### src/rtl/resizer_pkg.sv
// Shared definitions for the AXI-Stream resizer: lane field layout helpers
// and the output skid-buffer state encoding.
package resizer_pkg;

   // Lane layout: {last, keep, data[dw-1:0]} with data at the bottom.
   localparam int LANE_DATA_LSB = 0;

   function automatic int lane_keep_bit(input int dw);
      return LANE_DATA_LSB + dw;
   endfunction

   function automatic int lane_last_bit(input int dw);
      return LANE_DATA_LSB + dw + 1;
   endfunction

   function automatic int lane_w(input int dw);
      return dw + 2;
   endfunction

   function automatic int entry_w(input int dw, input int lanes);
      return lane_w(dw) * lanes;
   endfunction

   typedef enum logic [1:0] {
      SKID_EMPTY = 2'd0,
      SKID_ONE   = 2'd1,
      SKID_TWO   = 2'd2
   } skid_state_t;

endpackage

### src/rtl/resizer_lane_compact.sv
// Packs the kept lanes of one entry toward lane 0 and flags a kept lane
// that follows a last lane within the same entry.
module resizer_lane_compact
   import resizer_pkg::*;
#(
   parameter int M_KEEP_WIDTH = 2,
   parameter int T_DATA_WIDTH = 8
) (
   input  logic [entry_w(T_DATA_WIDTH, M_KEEP_WIDTH)-1:0] entry,
   output logic [M_KEEP_WIDTH*T_DATA_WIDTH-1:0]           tdata,
   output logic [M_KEEP_WIDTH-1:0]                        tkeep,
   output logic                                           tlast,
   output logic                                           is_null,
   output logic                                           order_err
);

   localparam int LANE_W        = lane_w(T_DATA_WIDTH);
   localparam int LANE_KEEP_BIT = lane_keep_bit(T_DATA_WIDTH);
   localparam int LANE_LAST_BIT = lane_last_bit(T_DATA_WIDTH);

   logic [T_DATA_WIDTH-1:0] lane_data [M_KEEP_WIDTH];
   logic [M_KEEP_WIDTH-1:0] lane_keep;
   logic [M_KEEP_WIDTH-1:0] lane_last;

   genvar gi;
   generate
      for (gi = 0; gi < M_KEEP_WIDTH; gi++) begin : g_lane
         assign lane_data[gi] = entry[gi*LANE_W + LANE_DATA_LSB +: T_DATA_WIDTH];
         assign lane_keep[gi] = entry[gi*LANE_W + LANE_KEEP_BIT];
         assign lane_last[gi] = entry[gi*LANE_W + LANE_LAST_BIT];
      end
   endgenerate

   always_comb begin
      int  pos;
      logic seen_last;
      pos       = 0;
      seen_last = 1'b0;
      tdata     = '0;
      tkeep     = '0;
      order_err = 1'b0;
      for (int i = 0; i < M_KEEP_WIDTH; i++) begin
         if (lane_keep[i]) begin
            tdata[pos*T_DATA_WIDTH +: T_DATA_WIDTH] = lane_data[i];
            pos = pos + 1;
            // the lane's own last bit does not make its keep an error
            if (seen_last) order_err = 1'b1;
         end
         if (lane_last[i]) seen_last = 1'b1;
      end
      for (int j = 0; j < M_KEEP_WIDTH; j++) begin
         tkeep[j] = (j < pos);
      end
      is_null = (pos == 0);
   end

   assign tlast = |lane_last;

endmodule

### src/rtl/resizer_m_axis_out.sv
// Resizer output stage: compacts buffer entries and drives the AXI-Stream
// master through a 2-deep skid with registered outputs and ready.
module resizer_m_axis_out
   import resizer_pkg::*;
#(
   parameter int M_KEEP_WIDTH = 2,
   parameter int T_DATA_WIDTH = 8,
   parameter int CNT_W        = 16
) (
   input  logic                                           clk,
   input  logic                                           rst_n,
   input  logic                                           s_entry_valid,
   input  logic [entry_w(T_DATA_WIDTH, M_KEEP_WIDTH)-1:0] s_entry,
   output logic                                           s_entry_ready,
   output logic [M_KEEP_WIDTH*T_DATA_WIDTH-1:0]           m_axis_tdata,
   output logic [M_KEEP_WIDTH-1:0]                        m_axis_tkeep,
   output logic                                           m_axis_tlast,
   output logic                                           m_axis_tvalid,
   input  logic                                           m_axis_tready,
   output logic [CNT_W-1:0]                               pkt_count,
   output logic                                           err_last_order,
   input  logic                                           err_clr
);

   localparam int DW = M_KEEP_WIDTH * T_DATA_WIDTH;

   logic [DW-1:0]           beat_data;
   logic [M_KEEP_WIDTH-1:0] beat_keep;
   logic                    beat_last;
   logic                    beat_null;
   logic                    beat_err;

   resizer_lane_compact #(
      .M_KEEP_WIDTH (M_KEEP_WIDTH),
      .T_DATA_WIDTH (T_DATA_WIDTH)
   ) u_compact (
      .entry     (s_entry),
      .tdata     (beat_data),
      .tkeep     (beat_keep),
      .tlast     (beat_last),
      .is_null   (beat_null),
      .order_err (beat_err)
   );

   skid_state_t             state_reg, state_next;
   logic                    ready_reg;
   logic [DW-1:0]           head_data_reg, spare_data_reg;
   logic [M_KEEP_WIDTH-1:0] head_keep_reg, spare_keep_reg;
   logic                    head_last_reg, spare_last_reg;
   logic [CNT_W-1:0]        pkt_count_reg;
   logic                    err_reg;

   logic accept, push, handshake;
   logic load_head, load_spare, head_from_spare;

   assign accept    = s_entry_valid & ready_reg;
   // an empty entry without last carries nothing downstream
   assign push      = accept & ~(beat_null & ~beat_last);
   assign handshake = m_axis_tvalid & m_axis_tready;

   always_comb begin
      state_next      = state_reg;
      load_head       = 1'b0;
      load_spare      = 1'b0;
      head_from_spare = 1'b0;
      case (state_reg)
         SKID_EMPTY: begin
            if (push) begin
               state_next = SKID_ONE;
               load_head  = 1'b1;
            end
         end
         SKID_ONE: begin
            if (push && handshake) begin
               load_head = 1'b1;
            end else if (push) begin
               state_next = SKID_TWO;
               load_spare = 1'b1;
            end else if (handshake) begin
               state_next = SKID_EMPTY;
            end
         end
         SKID_TWO: begin
            if (handshake) begin
               state_next      = SKID_ONE;
               head_from_spare = 1'b1;
            end
         end
         default: state_next = SKID_EMPTY;
      endcase
   end

   always_ff @(posedge clk or negedge rst_n) begin
      if (!rst_n) begin
         state_reg      <= SKID_EMPTY;
         ready_reg      <= 1'b0;
         head_data_reg  <= '0;
         head_keep_reg  <= '0;
         head_last_reg  <= 1'b0;
         spare_data_reg <= '0;
         spare_keep_reg <= '0;
         spare_last_reg <= 1'b0;
         pkt_count_reg  <= '0;
         err_reg        <= 1'b0;
      end else begin
         state_reg <= state_next;
         ready_reg <= (state_next != SKID_TWO);
         if (load_head) begin
            head_data_reg <= beat_data;
            head_keep_reg <= beat_keep;
            head_last_reg <= beat_last;
         end else if (head_from_spare) begin
            head_data_reg <= spare_data_reg;
            head_keep_reg <= spare_keep_reg;
            head_last_reg <= spare_last_reg;
         end
         if (load_spare) begin
            spare_data_reg <= beat_data;
            spare_keep_reg <= beat_keep;
            spare_last_reg <= beat_last;
         end
         if (handshake && head_last_reg) pkt_count_reg <= pkt_count_reg + 1'b1;
         // a new error outranks a simultaneous clear
         if (accept && beat_err)   err_reg <= 1'b1;
         else if (err_clr)         err_reg <= 1'b0;
      end
   end

   assign s_entry_ready  = ready_reg;
   assign m_axis_tvalid  = (state_reg != SKID_EMPTY);
   assign m_axis_tdata   = head_data_reg;
   assign m_axis_tkeep   = head_keep_reg;
   assign m_axis_tlast   = head_last_reg;
   assign pkt_count      = pkt_count_reg;
   assign err_last_order = err_reg;

endmodule

### config.mk
export PLATFORM = sky130hd
export DESIGN_NAME = resizer_m_axis_out
export DESIGN_NICKNAME = d
export VERILOG_FILES = /design/src/rtl/resizer_pkg.sv /design/src/rtl/resizer_lane_compact.sv /design/src/rtl/resizer_m_axis_out.sv
export SDC_FILE = /design/constraint.sdc
export NUM_CORES = 1
export LEC_CHECK = 0
export ABC_AREA = 1
export CAP_MARGIN = 20
export CORE_ASPECT_RATIO = 1.5
export CORE_MARGIN = 1
export CORE_UTILIZATION = 38
export CTS_BUF_LIST = sky130_fd_sc_hd__clkbuf_4 sky130_fd_sc_hd__clkbuf_8
export DETAILED_ROUTE_END_ITERATION = 16
export PLACE_DENSITY = 0.68
export SLEW_MARGIN = 20
export SYNTH_ARGS = -nofsm -noshare
export SYNTH_HDL_FRONTEND = slang
export SYNTH_HIERARCHICAL = 1
export SYNTH_SLANG_ARGS = --single-unit
### constraint.sdc
create_clock -name clk -period 1.3 [get_ports clk]
set_input_delay 0.195 -clock clk [delete_from_list [all_inputs] [get_ports clk]]
set_output_delay 0.195 -clock clk [all_outputs]
set_load 0.01 [all_outputs]
* Word-level counts from Yosys, hierarchy flattened
Cells that the tools add are included.
Word-level totals: register bits 58, input bits 25, output and inout port bits 38, word-level logic and storage cells 64
Cells by class: $add $sub $neg 3, order comparisons 2, equal/unequal tests 3, shifts and indexed selects 2, multiplexer cells 29, bitwise gates (word level) 6, reductions and logical operators 9
Operator list (count):
- $mux 16 | 3
- $neg 4->33 | 1
- $shift 8x33->16 const A | 1
- $shiftx 8x33->16 | 1
- $logic_not 32->1 | 1
- $lt 1x32->1 const A | 1
- $lt 2x32->1 const A | 1
- $mux 32 | 1
- $add 16x1->16 const B | 1
- $bwmux 16 | 1
- $mux 1 | 14
- $mux 2 | 7
- $mux 8 | 1
- $pmux 2 s3 | 1
- $reduce_bool 2->1 | 3
- $and 1x1->1 | 4
- $logic_and 1x1->1 | 3
- $add 1x1->2 const B | 1
- $eq 2x1->1 const B | 1
- $eq 2x2->1 const B | 1
- $logic_not 2->1 | 1
- $ne 2x2->1 const B | 1
- $not 1->1 | 2
- $pmux 1 s2 | 1
- $reduce_or 2->1 | 1

* Depth between registers and ports, before layout
Gate-level depths: netlist of the first run.
depth after elaboration 11, depth in mapped cells 8, gate-level depth less buffers 8

* Modules after synthesis
The synthesis of the first run kept the hierarchy.
Modules (own cells, without submodules):
- resizer_m_axis_out | instances 1, cells each 311, area an instance 2655.0 sq um, sequential area each 1451.4 sq um
- resizer_lane_compact | instances 1, cells each 50, area an instance 210.2 sq um, sequential area each 0.0 sq um

* Least setup slack after synthesis of the first run
Ideal clock, no wire load.
path type register -> register, start point register pkt_count_reg[0], in the netlist pkt_count[0], end point register pkt_count_reg[14], in the netlist pkt_count[14], setup time 117 ps, arrival 1266 ps, data required time 1183 ps, path slack -83 ps, cell stages (with the launch flop) 9, buffers on the path 0, clock period less this slack 1383 ps, cells stage by stage dfrtp_1 -> ha_1 -> inv_1 -> nor2_1 -> nand2_2 -> nor2_2 -> nand3_1 -> nand2_1 -> nand2_1
On the way: word-level cells in the longest chain between the ends 1
Ends and longest elaborated chain:
- from (decl) | line resizer_m_axis_out.sv:50 | logic [CNT_W-1:0] pkt_count_reg;
- from (signal assigned) | line resizer_m_axis_out.sv:122 | if (handshake && head_last_reg) pkt_count_reg <= pkt_count_reg + 1'b1;
- $add 16x1->16 | line resizer_m_axis_out.sv:122
Every way passes these cells. A chain may end at the register's enable or synchronous reset.

* Worst setup path after layout of the first run
start point register ready_reg, in the netlist s_entry_ready, end point register spare_data_reg[11]
On the way: word-level cells in the longest chain between the ends 5, elaborated cells between the ends (all ways) 6, those cells by class mux (3); bitwise (2); reduce/logical (1)
Ends and longest elaborated chain:
- from (decl) | line resizer_m_axis_out.sv:46 | logic ready_reg;
- from (signal assigned) | line resizer_m_axis_out.sv:107 | ready_reg <= (state_next != SKID_TWO);
- $and 1x1->1 * | line resizer_m_axis_out.sv:56 | assign accept = s_entry_valid & ready_reg;
- $and 1x1->1 * | line resizer_m_axis_out.sv:58 | assign push = accept & ~(beat_null & ~beat_last);
- $mux 1 / $logic_and 1x1->1 (equally long branches) | line resizer_m_axis_out.sv:76, resizer_m_axis_out.sv:74
- $mux 1 * | line resizer_m_axis_out.sv:74 | if (push && handshake) begin
- $mux 1 * | line resizer_m_axis_out.sv:66 | case (state_reg)
- to (signal assigned) | line resizer_m_axis_out.sv:118 | spare_data_reg <= beat_data;
- to (decl) | line resizer_m_axis_out.sv:47 | logic [DW-1:0] head_data_reg, spare_data_reg;
Mark *: on every way between the ends. The rest lies on a longest branch, timed or not.

==> results of run 1 <==
-- cells in the mapped netlist --
master	count
nor2_2	4
and2_1	1
o21ai_1	11
clkbuf_1	3
xor2_1	4
ha_1	1
buf_2	5
a21oi_1	1
nor2_4	1
o21bai_2	1
buf_6	3
nand2_1	110
inv_1	53
buf_4	3
nand3_4	1
xnor2_1	6
o21ai_0	10
buf_1	1
nand3_1	57
dfrtp_1	58
nor2_1	16
o31ai_1	1
a21oi_2	1
or2_2	1
nand2_2	2
nand4_1	5
nand4_2	1
-- what timing repair did --
item	in CTS	in global routing
pin swaps	1	8
cloned	0	6
setup endpoints to repair	64	54
resized for setup	57	134
endpoints found under the hold margin	58	0
setup buffers	11	5
hold buffers	1	0
-- final cells by class --
class                      count  area share
multi-input combinational    235       0.329
sequential                    58       0.317
timing repair buffer         110       0.235
inverter                      53      0.0445
clock buffer                  12      0.0360
tap                          100      0.0273
clock inverter                 4      0.0106
-- through the flow --
step | power (W) | area, sq um | std cells | utilization | hold slack, ns
after CTS | 0.00622 | 4010 | 561 | 0.551 | 0.383
final | 0.00698 | 4590 | 572 | 0.630 | 0.251
after detailed placement | 0.00449 | 3710 | 533 | 0.510 | 0.228
after global placement | 0.00445 | 3710 | 533 | 0.510 | 0.222
after floorplan | 0.00347 | 2870 | 361 | - | -0.101
after global routing | 0.00737 | 4590 | 572 | 0.630 | 0.253
-- critical path, stage by stage (launching register included) --
cell,delay [ns]
dfrtp_1,0.37
nand2_2,0.09
a21oi_4,0.19
nand3_4,0.21
clkbuf_16,0.23
nand2_2,0.05
o21ai_1,0.07
-- power breakdown --
group          internal, W  switching, W  leakage, nW
clock network      0.00104      0.000752        0.112
registers          0.00230      0.000443        0.753
logic              0.00124       0.00121         1.54
-- how the worst max path moves through the flow --
stage             startpoint            endpoint  slack, ns
2_1_floorplan   pkt_count[1]       pkt_count[14]      0.008
3_3_place_gp      s_entry[9]     m_axis_tdata[6]      -0.39
3_5_place_dp      s_entry[9]    m_axis_tdata[10]      -0.45
4_1_cts         state_reg[0]       m_axis_tvalid      -0.15
5_1_grt         m_axis_tlast       pkt_count[14]      -0.10
6_report       s_entry_ready  spare_data_reg[11]      -0.04
-- routing by layer --
metal,vias to the layer above,wire length (um),GRT usage
met5,-,0,0
met4,0,267,0.0882
met3,16,361,0.0541
met2,95,4320,0.350
met1,1340,3100,0.225
li1,1339,-,-
-- cell families (layout without fill, tap and decap cells) --
logic type / count (synthesis) / after routing
flip-flops: 58 / 58
adder cells (fa/ha/maj): 1 / 1
AND/OR/NAND/NOR: 199 / 199
buffers and inverters: 68 / 179
AO/OA/AOI/OAI: 25 / 25
XOR/XNOR: 10 / 10
==> summary.md, run 1 <==
| Metric | Value |
|---|---|
| Unrepaired setup endpoints after global routing | true |
| Vias per Instance | 4.88 |
| Width of the die | 72.9 um |
| Reg-to-reg endpoint | spare_data_reg[11] |
| Crit path kind | register to register |
| Post-Synth Adder-Cell Area | 0.00437 |
| Syn_area_per_cell | 7.94 sq um |
| PnR worst setup slack | -0.0364 ns |
| Area Growth Syn to Fin | 60.0% |
| Worst slack, placed | -0.452 ns |
| Final Cycle Share | 1.03 |
| Largest net degree at the start of global routing | 59 |
| Initial antenna violation count | 0 |
| Hold EP | spare_last_reg |
| Number of port buffers | 62 |
| Synth Area in Compound Gates | 0.0480 |
| PwrDens | 1520 nW/um^2 |
| Critical Path Fanout Max | 8 |
| Clock Sinks | 58 |
| Required @ worst endpoint | 1.53 ns |
| Worst Max-Slew Pin Slew | 0.317 ns |
| Cell count after synthesis | 361 |
| Total Wirelength | 8050 um |
| Synth top area share | 0.507 |
| Worst-skew pair later-pin latency | 0.35 ns |
| Grt ovf | 0 |
| Hold Vio Cnt, Final | 0 |
| Drt first pass iters | 4 |
| Num rows | 38 |
| Sequential Area | 1450 sq um |
| YS warnings | 6 |
| Clock slew at reported path FFs | 0.07 ns |
| CTS buffer count | 9 |
| Die Y | 108 um |
| H-tree depth | 3 |
| DR WL/cell | 14.1 um |
| Die area | 7900 sq um |
| Final setup fails | 17 |
| Critical path capture point type | register |
| CTS root buffer | clkbuf_8 |
| Hpwl dp | 4810 um |
| Setup TNS Final | -0.195 ns |
| Routed Antenna Nets | 0 |
| CP Launch Type | register |
| Post-Synth XOR/XNOR Area | 0.0306 |
| Total number of vias | 2790 |
| Mapped cell area | 2870 sq um |
| Detailed router's first-iteration violation count | 81 |
| Core Area | 7270 sq um |
| Leading area contributor after synthesis | dfrtp_1 |
| Largest family of logic cells by synthesized area | simple AND/OR/NAND/NOR gates |
| Most common cell after layout, fill and taps aside | nand2_1 |
| Area share of and/or/nand/nor cells after synthesis | 0.307 |
| Vias in the first global route | 2666 |
| Final setup skew | 0.00894 ns |
| R2R setup slack | -0.04 ns |
| Worst Hold Launch | s_entry[19] |
| Share of layout cells above drive strength 1 | 0.354 |
| Leak Pwr | 2.41 nW |
| Starting Density | 0.394 |
| MaxCap Viol Count | 0 |
| R2R depth | 6 |
| Max rail drop VDD | 783 uV |
| Fillers | 610 |
| Fmax | 0.748 GHz |
| Sequential-to-total area share from yosys stat | 0.507 |
| Drt drc | 0 |
| Hold/Removal Path Class | primary input to register |
| Post-synthesis net count | 387 |
| Worst slew margin | 0.789 |
| Synthesis-stage register bit count | 58 |
| Clock Tree Buf Depth | 2 |
| Most frequent cells in the layout | 69 x nand2_1, 56 x dfrtp_1, 48 x inv_1, 40 x nand3_1, 32 x dlygate4sd2_1 |
| Hold Crit Depth | 4 |
| Count of cell types in the netlist | 27 |
| RD Place Congestion | 0.786 |
| Final net count | 493 |
| Max-slew violations | 0 |
| First-pass GRT wire length | 11900 um |
| Largest cells by area after synthesis | dfrtp_1 51%, nand2_1 14%, nand3_1 10%, inv_1 6.9%, nor2_1 2.1% |
| GRT Util Overall | 0.200 |
| Status | finished, violations left |
| CTS tree | done |
| Mux cell area share after synthesis | 0 |
| Failing checks | setup timing |
| Area of the multi-input gates | 1510 sq um |
| Fin crit period | 1.34 ns |
| Reg-to-reg critical path startpoint | s_entry_ready |
| Io pins | 63 |
| Data arrival, critical path | 1.57 ns |
| N_diodes | 0 |
Note: power is estimated with default switching activity, not from simulation.
==> inputs of run 2 (changes only) <==
Settings changed: CORE_MARGIN 1 to 10, CORE_UTILIZATION 38 to 47, PLACE_DENSITY 0.68 to 0.81, SKIP_CTS_REPAIR_TIMING set to 1.
==> summary.md, run 2 (synthesized netlist as in run 1, its figures left out) <==
| Metric | Value |
|---|---|
| Number of port buffers | 62 |
| Total number of vias | 2852 |
| Crit path kind | register to register |
| Critical path capture point type | register |
| Hold/Removal Path Class | primary input to register |
| CTS tree | done |
| PnR worst setup slack | -0.100 ns |
| Clk pwr share | 0.229 |
| PwrDens | 1460 nW/um^2 |
| Data arrival, critical path | 1.67 ns |
| Status | finished, violations left |
| H-tree depth | 3 |
| Drt first pass iters | 4 |
| Total Wirelength | 9050 um |
| First-pass GRT wire length | 12300 um |
| Fin crit period | 1.40 ns |
| Most common cell after layout, fill and taps aside | nand2_1 |
| Die area | 9680 sq um |
| Worst slack, placed | -0.450 ns |
| N_diodes | 0 |
| DR WL/cell | 16.6 um |
| Final setup fails | 34 |
| Num rows | 34 |
| Hpwl dp | 5700 um |
| Final net count | 495 |
| Logic gate share of total power | 0.357 |
| Fmax | 0.714 GHz |
| Detailed router's first-iteration violation count | 206 |
| Final design utilization | 0.761 |
| CTS buffer count | 9 |
| Vias in the first global route | 2679 |
| Die Y | 116 um |
| Final setup skew | 0.00908 ns |
| CTS root buffer | clkbuf_8 |
| RD Place Congestion | 0.830 |
| Most frequent cells in the layout | 96 x nand2_1, 54 x dfrtp_1, 50 x nand3_1, 48 x inv_1, 42 x dlymetal6s2s_1 |
| Starting Density | 0.488 |
| Share of layout cells above drive strength 1 | 0.258 |
| CP Launch Type | register |
| GRT Util Overall | 0.152 |
| MaxCap Viol Count | 0 |
| Worst slew margin | 0.712 |
| Io pins | 63 |
| Width of the die | 83.8 um |
| Unrepaired setup endpoints after global routing | true |
| Failing checks | setup timing |
| Routed Antenna Nets | 0 |
| Worst Max-Slew Pin Slew | 0.428 ns |
| P_int | 0.00429 W |
| Leak Pwr | 2.74 nW |
| Worst-skew pair later-pin latency | 0.34 ns |
| Max rail drop VDD | 910 uV |
| Clock Sinks | 58 |
| Max-slew violations | 0 |
| Clock slew at reported path FFs | 0.06 ns |
| Grt ovf | 0 |
| Final Cycle Share | 1.08 |
| Hold Vio Cnt, Final | 0 |
| Reg power frac | 0.413 |
| Vias per Instance | 5.23 |
| Area Growth Syn to Fin | 55.9% |
| Clock Tree Buf Depth | 2 |
| Largest net degree at the start of global routing | 31 |
| Switching share of power | 0.344 |
| Drt drc | 0 |
| Initial antenna violation count | 0 |
| Required @ worst endpoint | 1.57 ns |
| Critical Path Fanout Max | 5 |
| Switch Pwr | 0.00224 W |
| Core Area | 5870 sq um |
run 2: changes by cell type in the layout (fill, tap and decap cells not counted), moves of 3 or more:
cell / delta
nand2_4: -8
nand3_1: +10
o21ai_2: -8
nand2_1: +27
dlymetal6s2s_1: +40
nand3_2: -10
nand2_2: -19
o21ai_0: +6
clkdlybuf4s50_1: -3
buf_6: +3
dlygate4sd2_1: -32
run 2: layer usage:
layer  vias to the layer above  part of all wire  global-route usage
met5                         -                 0                   0
met4                         0             0.029              0.0437
met3                        25             0.058              0.0576
met2                        97              0.53               0.278
met1                      1392              0.38               0.158
li1                       1338                 -                   -
run 2: worst paths after layout:
| kind | end | depth (start not counted) | from | slack (ns) |
|---|---|---|---|---|
| setup reg to reg | m_axis_tkeep[1] | 8 | state_reg[1] | -0.10 |
| max in group asynchronous | pkt_count[2] | 3 | rst_n | 0.45 |
| setup / recovery | m_axis_tkeep[1] | 8 | state_reg[1] | -0.10 |
| hold / removal | err_last_order | 3 | s_entry_valid | 0.18 |
| hold reg to reg | m_axis_tdata[7] | 2 | m_axis_tdata[7] | 0.48 |
| min in group asynchronous | state_reg[0] | 2 | rst_n | 0.32 |
run 2: power groups by stage:
stage          Sequential [W]  Combinational, W  Clock (W)
3_5_place_dp          0.00264           0.00187          0
5_1_grt               0.00275           0.00252    0.00160
3_3_place_gp          0.00263           0.00180          0
2_1_floorplan         0.00271          0.000758          0
6_report              0.00270           0.00233    0.00150
4_1_cts               0.00262           0.00188    0.00149
run 2: final cells by class:
class	count	area [sq um]
Clock inverter	3	15.0
Inverter	53	204
Sequential cell	58	1460
Timing Repair Buffer	112	1220
Tap cell	72	90.1
Multi-Input combinational cell	235	1320
Clock buffer	12	159
Fill cell	396	1400
run 2: critical path, cell delays in order, from the launching register on:
cell	delay, ns
dfrtp_1	0.40
buf_6	0.12
inv_4	0.04
nand2_2	0.07
nand2_2	0.10
a21oi_4	0.27
buf_6	0.17
nand2_1	0.07
nand3_1	0.09
run 2: stage by stage:
step	std cells	total power, W	hold WS, ns	instance area (sq um)	TNS [ns]
detailed placement	508	0.00452	0.151	3700	-18.57
CTS	523	0.00600	-0.210	3870	-9.40
global placement	508	0.00443	0.148	3700	-15.26
floorplan	361	0.00347	-0.101	2870	0
global route	545	0.00687	0.206	4470	-3.07
finish	545	0.00653	0.181	4470	-1.40
